File: config.mk
export PLATFORM = sky130hd
export DESIGN_NAME = uart_tx_frame
export DESIGN_NICKNAME = d
export VERILOG_FILES = /design/src/rtl/uart_pkg.sv /design/src/rtl/uart_baud_tick.sv /design/src/rtl/uart_tx_frame.sv
export SDC_FILE = /design/constraint.sdc
export NUM_CORES = 1
export LEC_CHECK = 0
export CAP_MARGIN = 5
export CORE_MARGIN = 3
export CORE_UTILIZATION = 50
export CTS_CLUSTER_DIAMETER = 60
export DETAILED_ROUTE_END_ITERATION = 10
export GPL_ROUTABILITY_DRIVEN = 0
export PLACE_DENSITY = 0.71
export REMOVE_ABC_BUFFERS = 1
export SYNTH_ARGS = -nofsm -noshare
export SYNTH_HDL_FRONTEND = slang
export SYNTH_HIERARCHICAL = 1
export SYNTH_SLANG_ARGS = --single-unit
File: constraint.sdc
create_clock -name clk -period 4.2 [get_ports clk]
set_clock_uncertainty 0.05 [all_clocks]
set_input_delay 0.84 -clock clk [delete_from_list [all_inputs] [get_ports clk]]
set_output_delay 0.84 -clock clk [all_outputs]
set_load 0.005 [all_outputs]
File: src/rtl/uart_pkg.sv
// Shared UART definitions: parity-mode codes, transmitter state encoding and
// a frame-length helper used by both the transmitter and its test collateral.
package uart_pkg;

    localparam int unsigned PAR_NONE = 0;
    localparam int unsigned PAR_EVEN = 1;
    localparam int unsigned PAR_ODD  = 2;

    typedef enum logic [2:0] {
        IDLE   = 3'd0,
        START  = 3'd1,
        DATA   = 3'd2,
        PARITY = 3'd3,
        STOP   = 3'd4
    } uart_tx_state_t;

    // Number of bit periods in one frame, start bit through last stop bit.
    function automatic int unsigned frame_bits(input int unsigned data_bits,
                                               input int unsigned parity_mode,
                                               input int unsigned stop_bits);
        return 1 + data_bits + ((parity_mode != PAR_NONE) ? 1 : 0) + stop_bits;
    endfunction

endpackage

File: src/rtl/uart_baud_tick.sv
// Loadable bit-period down-counter; tick marks the last clk of each bit period.
// The period is captured on load, so later divider changes do not disturb a frame.
module uart_baud_tick
    import uart_pkg::*;
#(
    parameter int unsigned DIV_WIDTH = 16
) (
    input  logic                 clk,
    input  logic                 reset,
    input  logic                 load_i,
    input  logic                 en_i,
    input  logic [DIV_WIDTH-1:0] div_i,
    output logic                 tick_o,
    output logic                 tick_next_c_o
);

    logic [DIV_WIDTH-1:0] cnt_q, cnt_d;
    logic [DIV_WIDTH-1:0] period_q, period_d;
    logic [DIV_WIDTH-1:0] div_eff;
    logic                 tick_q, tick_d;

    // Count D-1 down to 0 and auto-reload for the next bit while enabled.
    always_comb begin
        div_eff  = (div_i == '0) ? DIV_WIDTH'(1) : div_i;
        cnt_d    = cnt_q;
        period_d = period_q;
        if (load_i) begin
            period_d = div_eff - DIV_WIDTH'(1);
            cnt_d    = div_eff - DIV_WIDTH'(1);
        end else if (!en_i) begin
            cnt_d = '0;
        end else if (cnt_q == '0) begin
            cnt_d = period_q;
        end else begin
            cnt_d = cnt_q - DIV_WIDTH'(1);
        end
        tick_d = (load_i || en_i) && (cnt_d == '0);
    end

    always_ff @(posedge clk or posedge reset) begin
        if (reset) begin
            cnt_q    <= '0;
            period_q <= '0;
            tick_q   <= 1'b0;
        end else begin
            cnt_q    <= cnt_d;
            period_q <= period_d;
            tick_q   <= tick_d;
        end
    end

    assign tick_o        = tick_q;
    assign tick_next_c_o = tick_d;

endmodule

File: src/rtl/uart_tx_frame.sv
// Parametrised UART transmitter: one character per ready/valid transfer, LSB
// first, optional parity, 1 or 2 stop bits, bit time from an internal divider.
module uart_tx_frame
    import uart_pkg::*;
#(
    parameter int unsigned DATA_BITS   = 8,
    parameter int unsigned PARITY_MODE = 0,
    parameter int unsigned STOP_BITS   = 1,
    parameter int unsigned DIV_WIDTH   = 16
) (
    input  logic                 clk,
    input  logic                 reset,
    input  logic [DIV_WIDTH-1:0] baud_div,
    input  logic                 s_valid,
    input  logic [DATA_BITS-1:0] s_data,
    output logic                 s_ready,
    output logic                 tx_serial,
    output logic                 busy,
    output logic                 tx_done
);

    localparam int unsigned IDX_W = (DATA_BITS > 1) ? $clog2(DATA_BITS) : 1;

    if (DATA_BITS < 5 || DATA_BITS > 9) begin : g_bad_data_bits
        $error("uart_tx_frame: DATA_BITS must be in 5..9");
    end
    if (PARITY_MODE > PAR_ODD) begin : g_bad_parity_mode
        $error("uart_tx_frame: PARITY_MODE must be 0, 1 or 2");
    end
    if (STOP_BITS != 1 && STOP_BITS != 2) begin : g_bad_stop_bits
        $error("uart_tx_frame: STOP_BITS must be 1 or 2");
    end
    if (DIV_WIDTH < 1) begin : g_bad_div_width
        $error("uart_tx_frame: DIV_WIDTH must be at least 1");
    end

    uart_tx_state_t       state_q, state_d;
    logic [IDX_W-1:0]     bit_idx_q, bit_idx_d;
    logic                 stop_idx_q, stop_idx_d;
    logic [DATA_BITS-1:0] data_q, data_d;
    logic                 par_q, par_d;
    logic                 tx_q, tx_d;
    logic                 ready_q, ready_d;
    logic                 busy_q, busy_d;
    logic                 done_q, done_d;
    logic                 load_c;
    logic                 en_c;
    logic                 tick;
    logic                 tick_next;

    uart_baud_tick #(
        .DIV_WIDTH(DIV_WIDTH)
    ) u_baud_tick (
        .clk          (clk),
        .reset        (reset),
        .load_i       (load_c),
        .en_i         (en_c),
        .div_i        (baud_div),
        .tick_o       (tick),
        .tick_next_c_o(tick_next)
    );

    // Next state, captured frame contents and the line value for the next cycle.
    always_comb begin
        state_d    = state_q;
        bit_idx_d  = bit_idx_q;
        stop_idx_d = stop_idx_q;
        data_d     = data_q;
        par_d      = par_q;
        load_c     = 1'b0;

        case (state_q)
            IDLE: begin
                if (s_valid) begin
                    state_d = START;
                    data_d  = s_data;
                    load_c  = 1'b1;
                    if (PARITY_MODE == PAR_ODD) begin
                        par_d = ~(^s_data);
                    end else begin
                        par_d = ^s_data;
                    end
                end
            end
            START: begin
                if (tick) begin
                    state_d   = DATA;
                    bit_idx_d = '0;
                end
            end
            DATA: begin
                if (tick) begin
                    if (bit_idx_q == IDX_W'(DATA_BITS - 1)) begin
                        state_d    = (PARITY_MODE != PAR_NONE) ? PARITY : STOP;
                        stop_idx_d = 1'b0;
                    end else begin
                        bit_idx_d = bit_idx_q + IDX_W'(1);
                    end
                end
            end
            PARITY: begin
                if (tick) begin
                    state_d    = STOP;
                    stop_idx_d = 1'b0;
                end
            end
            STOP: begin
                if (tick) begin
                    if (stop_idx_q == 1'(STOP_BITS - 1)) begin
                        state_d = IDLE;
                    end else begin
                        stop_idx_d = 1'b1;
                    end
                end
            end
            default: begin
                state_d = IDLE;
            end
        endcase

        case (state_d)
            START:   tx_d = 1'b0;
            DATA:    tx_d = data_d[bit_idx_d];
            PARITY:  tx_d = par_d;
            default: tx_d = 1'b1;
        endcase

        ready_d = (state_d == IDLE);
        busy_d  = (state_d != IDLE);
    end

    assign en_c = (state_d != IDLE);

    // tx_done is registered, so it is predicted one cycle ahead from the counter.
    assign done_d = (state_d == STOP) && (stop_idx_d == 1'(STOP_BITS - 1)) && tick_next;

    always_ff @(posedge clk or posedge reset) begin
        if (reset) begin
            state_q    <= IDLE;
            bit_idx_q  <= '0;
            stop_idx_q <= 1'b0;
            data_q     <= '0;
            par_q      <= 1'b0;
            tx_q       <= 1'b1;
            ready_q    <= 1'b1;
            busy_q     <= 1'b0;
            done_q     <= 1'b0;
        end else begin
            state_q    <= state_d;
            bit_idx_q  <= bit_idx_d;
            stop_idx_q <= stop_idx_d;
            data_q     <= data_d;
            par_q      <= par_d;
            tx_q       <= tx_d;
            ready_q    <= ready_d;
            busy_q     <= busy_d;
            done_q     <= done_d;
        end
    end

    assign tx_serial = tx_q;
    assign s_ready   = ready_q;
    assign busy      = busy_q;
    assign tx_done   = done_q;

endmodule

==> qor.yml, run 1 <==
maxSlewHeadroom_pct: 49.6
yosys_register_bits: 53
fin_tns_setup_ns: 0
p_total_uw: 2170
hp-class: "reg2reg"
fmax_mhz: 245
dieHeight_um: 85.2
dp_hpwl_mm: 5.64
track_usage_pct: 22.0
rsz0062_at_grt: "false"
crit_path_end_kind: "flip-flop"
grt_pass1_vias: 2721
dr.pass1.iters: 5
cp.arrival_ns: 4.28
min_period_over_period_pct: 97.2
post-route-min-period_ns: 4.08
finalCoreUtilization_pct: 60.9
synth.avg_cell_area_um2: 9.25
setup_viol: 0
hold_ws_ns: 0.430
drive_gt1_share_pct: 13.8
final_area_um2: 3650
ant_nets: 0
grt_overflow: 0
status: "complete, no violations"
yosys-top-cells-area: "dfrtp_1, nand2_1, xnor2_1"
wl_per_cell_um: 16.7
clock_tree.root_cell: "clkbuf_8"
core_um2: 5990
num_antenna_cells: 0
yosysSeqAreaShare_pct: 42.4
grt_start_max_net_pins: 45
final.fill_count: 534
port-buffer-count: 30
synth-edff-count: 0
drc: 0
rows: 28
clock_latency_ns: 0.31
start_util_pct: 52.4
worstPathMaxFanout: 6
design.die.area_um2: 7260
pin_count: 31
hold_violations: 0
cts.sinks: 53
cap_violations: 0
cellLeakagePower_uw: 0.00158
yosysTopAreaCell: "dfrtp_1"
die_w_um: 85.2
synthesis.area_um2: 3140
drt_wl_total_mm: 7.55
worstSetupStartpointType: "primary input"
synthCells: 339
tightest_slew_ns: 0.755
clk_path_buf_depth: 2
yosysUniqueCellTypes: 76
post_cts_buffers: 0
synth_common_cells: "dfrtp_1, nand2_1, nor2_1, xnor2_1, a21oi_1"
cts_buffers: 5
antenna_found_initial: 0
place_area_um2: 3560
yosysMostFrequentCell: "dfrtp_1"
power_density_nw_per_um2: 596
num_vias: 2668
viasPerCell: 5.89
synth-warning-count: 6
path_class: "in2reg"
area_growth_pct: 16.2
cts_resized: 0
ys.flop_type: "dfrtp_1"
hold_buffers: 0
cp.required_ns: 4.40
drtIter0Drc: 161
clkTransAtPathRegs_ns: 0.09
grt_pass1_wl_mm: 12.8
synthArstFlopShare_pct: 100
htree_num_levels: 2
final_nets: 408
synth.top_cell.area_share_pct: 40.7
drv_slew: 0
ir_drop_mv: 0.287
tritoncts: "done"
## worst paths after layout
check / startpoint / to / slack [ns] / depth (start not counted)
max: baud_div[5] / tx_done$_DFF_PP0_ / 0.12 / 13
min: data_q[7]$_DFF_PP0_ / data_q[7]$_DFF_PP0_ / 0.43 / 2
max reg2reg: bit_idx_q[0]$_DFF_PP0_ / tx_done$_DFF_PP0_ / 0.59 / 12
min reg2reg: data_q[7]$_DFF_PP0_ / data_q[7]$_DFF_PP0_ / 0.43 / 2
max in group asynchronous: reset / data_q[1]$_DFF_PP0_ / 2.69 / 2
min in group asynchronous: reset / u_baud_tick/tick_o$_DFF_PP0_ / 0.90 / 3
## metrics by stage
stage / worst slack, ns / cells
6_report: 0.117 / 453
5_1_grt: 0.0297 / 453
4_1_cts: 0.206 / 453
3_5_place_dp: -0.135 / 445
3_3_place_gp: 0.0115 / 445
2_1_floorplan: 0.715 / 328
## where the power goes
group | switching (µW) | internal [µW]
combinational | 557 | 435
clock | 169 | 119
sequential | 174 | 720
## logic make-up after synthesis
logic type | Yosys count | share of synthesized area (%)
AO/OA/AOI/OAI | 83 | 18.5
adder cells (fa/ha/maj) | 4 | 1.60
buffers and inverters | 32 | 4.47
flip-flops | 53 | 42.4
AND/OR/NAND/NOR | 137 | 24.4
XOR/XNOR | 25 | 6.98
multiplexers | 5 | 1.72
## final cells by class
| class | instances | area, µm² | share of cell area, % |
|---|---|---|---|
| Clock buffer | 6 | 72.6 | 1.99 |
| Clock inverter | 2 | 13.8 | 0.377 |
| Inverter | 21 | 78.8 | 2.16 |
| Multi-Input combinational cell | 254 | 1670 | 45.7 |
| Sequential cell | 53 | 1330 | 36.4 |
| Tap cell | 75 | 93.8 | 2.57 |
| Timing Repair Buffer | 42 | 390 | 10.7 |
## registers in the layout, indices dropped and copies added, names as in the netlist
| name | flops |
|---|---|
| state_q | 3 |
| bit_idx_q | 3 |
| u_baud_tick/cnt_q | 16 |
| u_baud_tick/tick_o | 1 |
| u_baud_tick/period_q | 16 |
| tx_serial | 1 |
| par_q | 1 |
| tx_done | 1 |
| s_ready | 1 |
| data_q | 8 |
| busy | 1 |
| stop_idx_q | 1 |
## layer usage
layer  up-vias  routed length [µm]  GRT usage, %
met5         -                   0             0
li1       1288                   -             -
met3        17                 362          3.79
met4         0                 142          6.47
met2        71                3700          38.3
met1      1292                3340          28.0
## cells in the final DEF, fill, tap and decap left out, types with 3 or more instances in the layout
| master | count |
|---|---|
| nor4_2 | 3 |
| xnor2_1 | 19 |
| o31a_1 | 4 |
| a21oi_1 | 17 |
| nor3_1 | 9 |
| or4_1 | 4 |
| inv_1 | 16 |
| ha_1 | 4 |
| o21ai_1 | 15 |
| inv_2 | 5 |
| nor2b_1 | 6 |
| clkbuf_8 | 5 |
| nand4_1 | 6 |
| clkdlybuf4s50_1 | 30 |
| xor2_1 | 6 |
| o21bai_1 | 3 |
| buf_4 | 12 |
| nor2_1 | 21 |
| dfrtp_1 | 51 |
| nor4_1 | 4 |
| nand3_1 | 7 |
| mux2_2 | 3 |
| nand4b_1 | 3 |
| o21ai_0 | 9 |
| nand2_1 | 49 |
## worst max-delay path, stage by stage
cell and delay, ns:
clkdlybuf4s50_1 0.57, nor4_1 0.13, nand4_1 0.14, o21ba_1 0.17, ha_1 0.20, nor3b_1 0.63
nand3_1 0.21, xnor2_1 0.16, nand2_1 0.11, nor4bb_1 0.44, nand4b_1 0.20, nor4_2 0.29
and3b_1 0.19
Note: power is estimated with default switching activity, not from simulation.
==> run 2, diff against run 1 <==
--- a/config.mk
+++ b/config.mk
@@ -11,8 +11,10 @@
 export CTS_CLUSTER_DIAMETER = 60
 export DETAILED_ROUTE_END_ITERATION = 10
 export GPL_ROUTABILITY_DRIVEN = 0
+export HOLD_SLACK_MARGIN = 0.15
 export PLACE_DENSITY = 0.71
 export REMOVE_ABC_BUFFERS = 1
+export SETUP_SLACK_MARGIN = 0.5
 export SYNTH_ARGS = -nofsm -noshare
 export SYNTH_HDL_FRONTEND = slang
 export SYNTH_HIERARCHICAL = 1
==> run 2 against run 1 <==
Net effect:
- wire length is 0.99% higher
- die area stayed put
- critical path depth did not move
- first-iteration DRC count increased by 2.5%
- worst hold slack about the same
==> qor.yml, run 2 (synthesized netlist as in run 1, its figures left out) <==
status: "complete, no violations"
clock_tree.root_cell: "clkbuf_8"
start_util_pct: 52.4
dieHeight_um: 85.2
p_clk_share_pct: 13.2
viasPerCell: 5.80
antenna_found_initial: 0
seq_power_share_pct: 40.7
num_antenna_cells: 0
htree_num_levels: 2
tightest_slew_ns: 0.755
port-buffer-count: 30
cp_top_family: "simple AND/OR/NAND/NOR gates"
grt_overflow: 0
cp.arrival_ns: 3.88
drt_wl_total_mm: 7.62
p_total_uw: 2200
cp.required_ns: 4.40
hp-class: "reg2reg"
worstSetupStartpointType: "primary input"
clkTransAtPathRegs_ns: 0.10
slowest_stage: "clkdlybuf4s50_1"
ir_drop_mv: 0.291
worstPathMaxFanout: 5
cts_buffers: 5
crit_path_end_kind: "flip-flop"
power.switching_uw: 908
area_growth_pct: 18.9
drtIter0Drc: 165
hold_violations: 0
track_usage_pct: 22.1
dr.pass1.iters: 4
drive_gt1_share_pct: 15.7
drc: 0
setup_viol: 0
pin_count: 31
clock_latency_ns: 0.31
final_area_um2: 3730
clk_path_buf_depth: 2
num_vias: 2644
sw_frac_of_total_pct: 41.3
ant_nets: 0
power_density_nw_per_um2: 589
path_class: "in2reg"
cellLeakagePower_uw: 0.00163
dp_hpwl_mm: 5.64
grt_start_max_net_pins: 45
top_regs: "u_baud_tick/cnt_q: 16 flops, u_baud_tick/period_q: 16 flops, data_q: 8 flops"
drv_slew: 0
path_cells: "clkdlybuf4s50_1 -> nor4_4 -> nand4_1 -> o21ba_1 -> ha_1 -> nor3b_4 -> nand3_1 -> xnor2_1 -> a32o_1 -> nor4_1 -> nand4b_1 -> nor4_2 -> and3b_1"
min_period_over_period_pct: 87.4
regArea_um2: 1330
final.fill_count: 522
cp_num_buf_inv: 1
maxSlewHeadroom_pct: 49.6
post-route-min-period_ns: 3.67
layout_common_cells: "dfrtp_1, nand2_1, clkdlybuf4s50_1"
rsz0062_at_grt: "false"
die_w_um: 85.2
design.die.area_um2: 7260
cap_violations: 0
rows: 28
tritoncts: "done"
wl_per_cell_um: 16.7
grt_pass1_wl_mm: 12.9
cts.sinks: 53
max_stage_delay_ns: 0.50
p_int_uw: 1290
multi_input_area_um2: 1730
comb_power_share_pct: 46.1
grt_pass1_vias: 2723
core_um2: 5990
final_common_cell: "dfrtp_1"
fmax_mhz: 272
final_nets: 411
place_area_um2: 3560
## run 2: cell types whose count changed in the layout (fill, tap and decap cells not counted), sizes merged
| cell | previous run | this run |
|---|---|---|
| buf | 12 | 15 |
| dlygate4sd2 | 0 | 1 |
| clkdlybuf4s50 | 30 | 29 |
## run 2: final cells by class
| type | instances | share of cell area (%) |
|---|---|---|
| Inverter | 21 | 2.11 |
| Sequential cell | 53 | 35.6 |
| Multi-Input combinational cell | 254 | 46.4 |
| Timing Repair Buffer | 45 | 11.0 |
| Clock buffer | 6 | 1.95 |
| Clock inverter | 2 | 0.369 |
| Tap cell | 75 | 2.52 |
## run 2: worst paths after layout
path	startpoint	endpoint	slack, ns	cells after the start
max	baud_div[13]	tx_done$_DFF_PP0_	0.53	13
min	data_q[7]$_DFF_PP0_	data_q[7]$_DFF_PP0_	0.43	2
max reg2reg	bit_idx_q[0]$_DFF_PP0_	tx_done$_DFF_PP0_	0.74	12
min reg2reg	data_q[7]$_DFF_PP0_	data_q[7]$_DFF_PP0_	0.43	2
max in group asynchronous	reset	data_q[1]$_DFF_PP0_	2.69	2
min in group asynchronous	reset	u_baud_tick/tick_o$_DFF_PP0_	0.90	3
## run 2: timing repair
item,CTS,global route
hold buffers,0,0
endpoints found under the setup margin,2,1
resized for setup,5,6
pin swaps,0,2
setup buffers,0,3
## run 2: routing by layer
metal / track usage (%) / share of wire (%) / up-vias
met5: 0 / 0 / -
met4: 6.47 / 1.3 / 0
met3: 3.79 / 4.9 / 9
met2: 38.6 / 50 / 57
met1: 28.1 / 44 / 1280
li1: - / - / 1298
## run 2: stage by stage
stage	worst slack, ns	hold WS, ns	util, %	setup TNS, ns	instances
global placement	0.0115	0.399	59.4	0	445
floorplan	0.715	0.385	-	0	328
CTS	0.530	0.429	61.3	0	453
global route	0.448	0.453	62.3	0	456
finish	0.528	0.430	62.3	0	456
detailed placement	-0.135	0.404	59.4	-0.135	445
## run 2: power by group through the flow
stage / Combinational, µW / Sequential [µW] / Clock, µW
3_3_place_gp: 958 / 893 / 0
6_report: 1010 / 894 / 289
5_1_grt: 1130 / 923 / 321
4_1_cts: 995 / 892 / 302
2_1_floorplan: 718 / 866 / 0
3_5_place_dp: 978 / 902 / 0
## run 2: worst register-to-register path: stages (launching register included)
cell	delay [ns]
dfrtp_1	0.42
ha_1	0.25
a21o_1	0.22
and3_1	0.20
a31o_2	0.25
or3_4	0.42
nor2b_2	0.24
o21ai_0	0.12
o21ai_1	0.14
nor4bb_2	0.44
nand4b_1	0.20
nor4_2	0.30
and3b_1	0.19
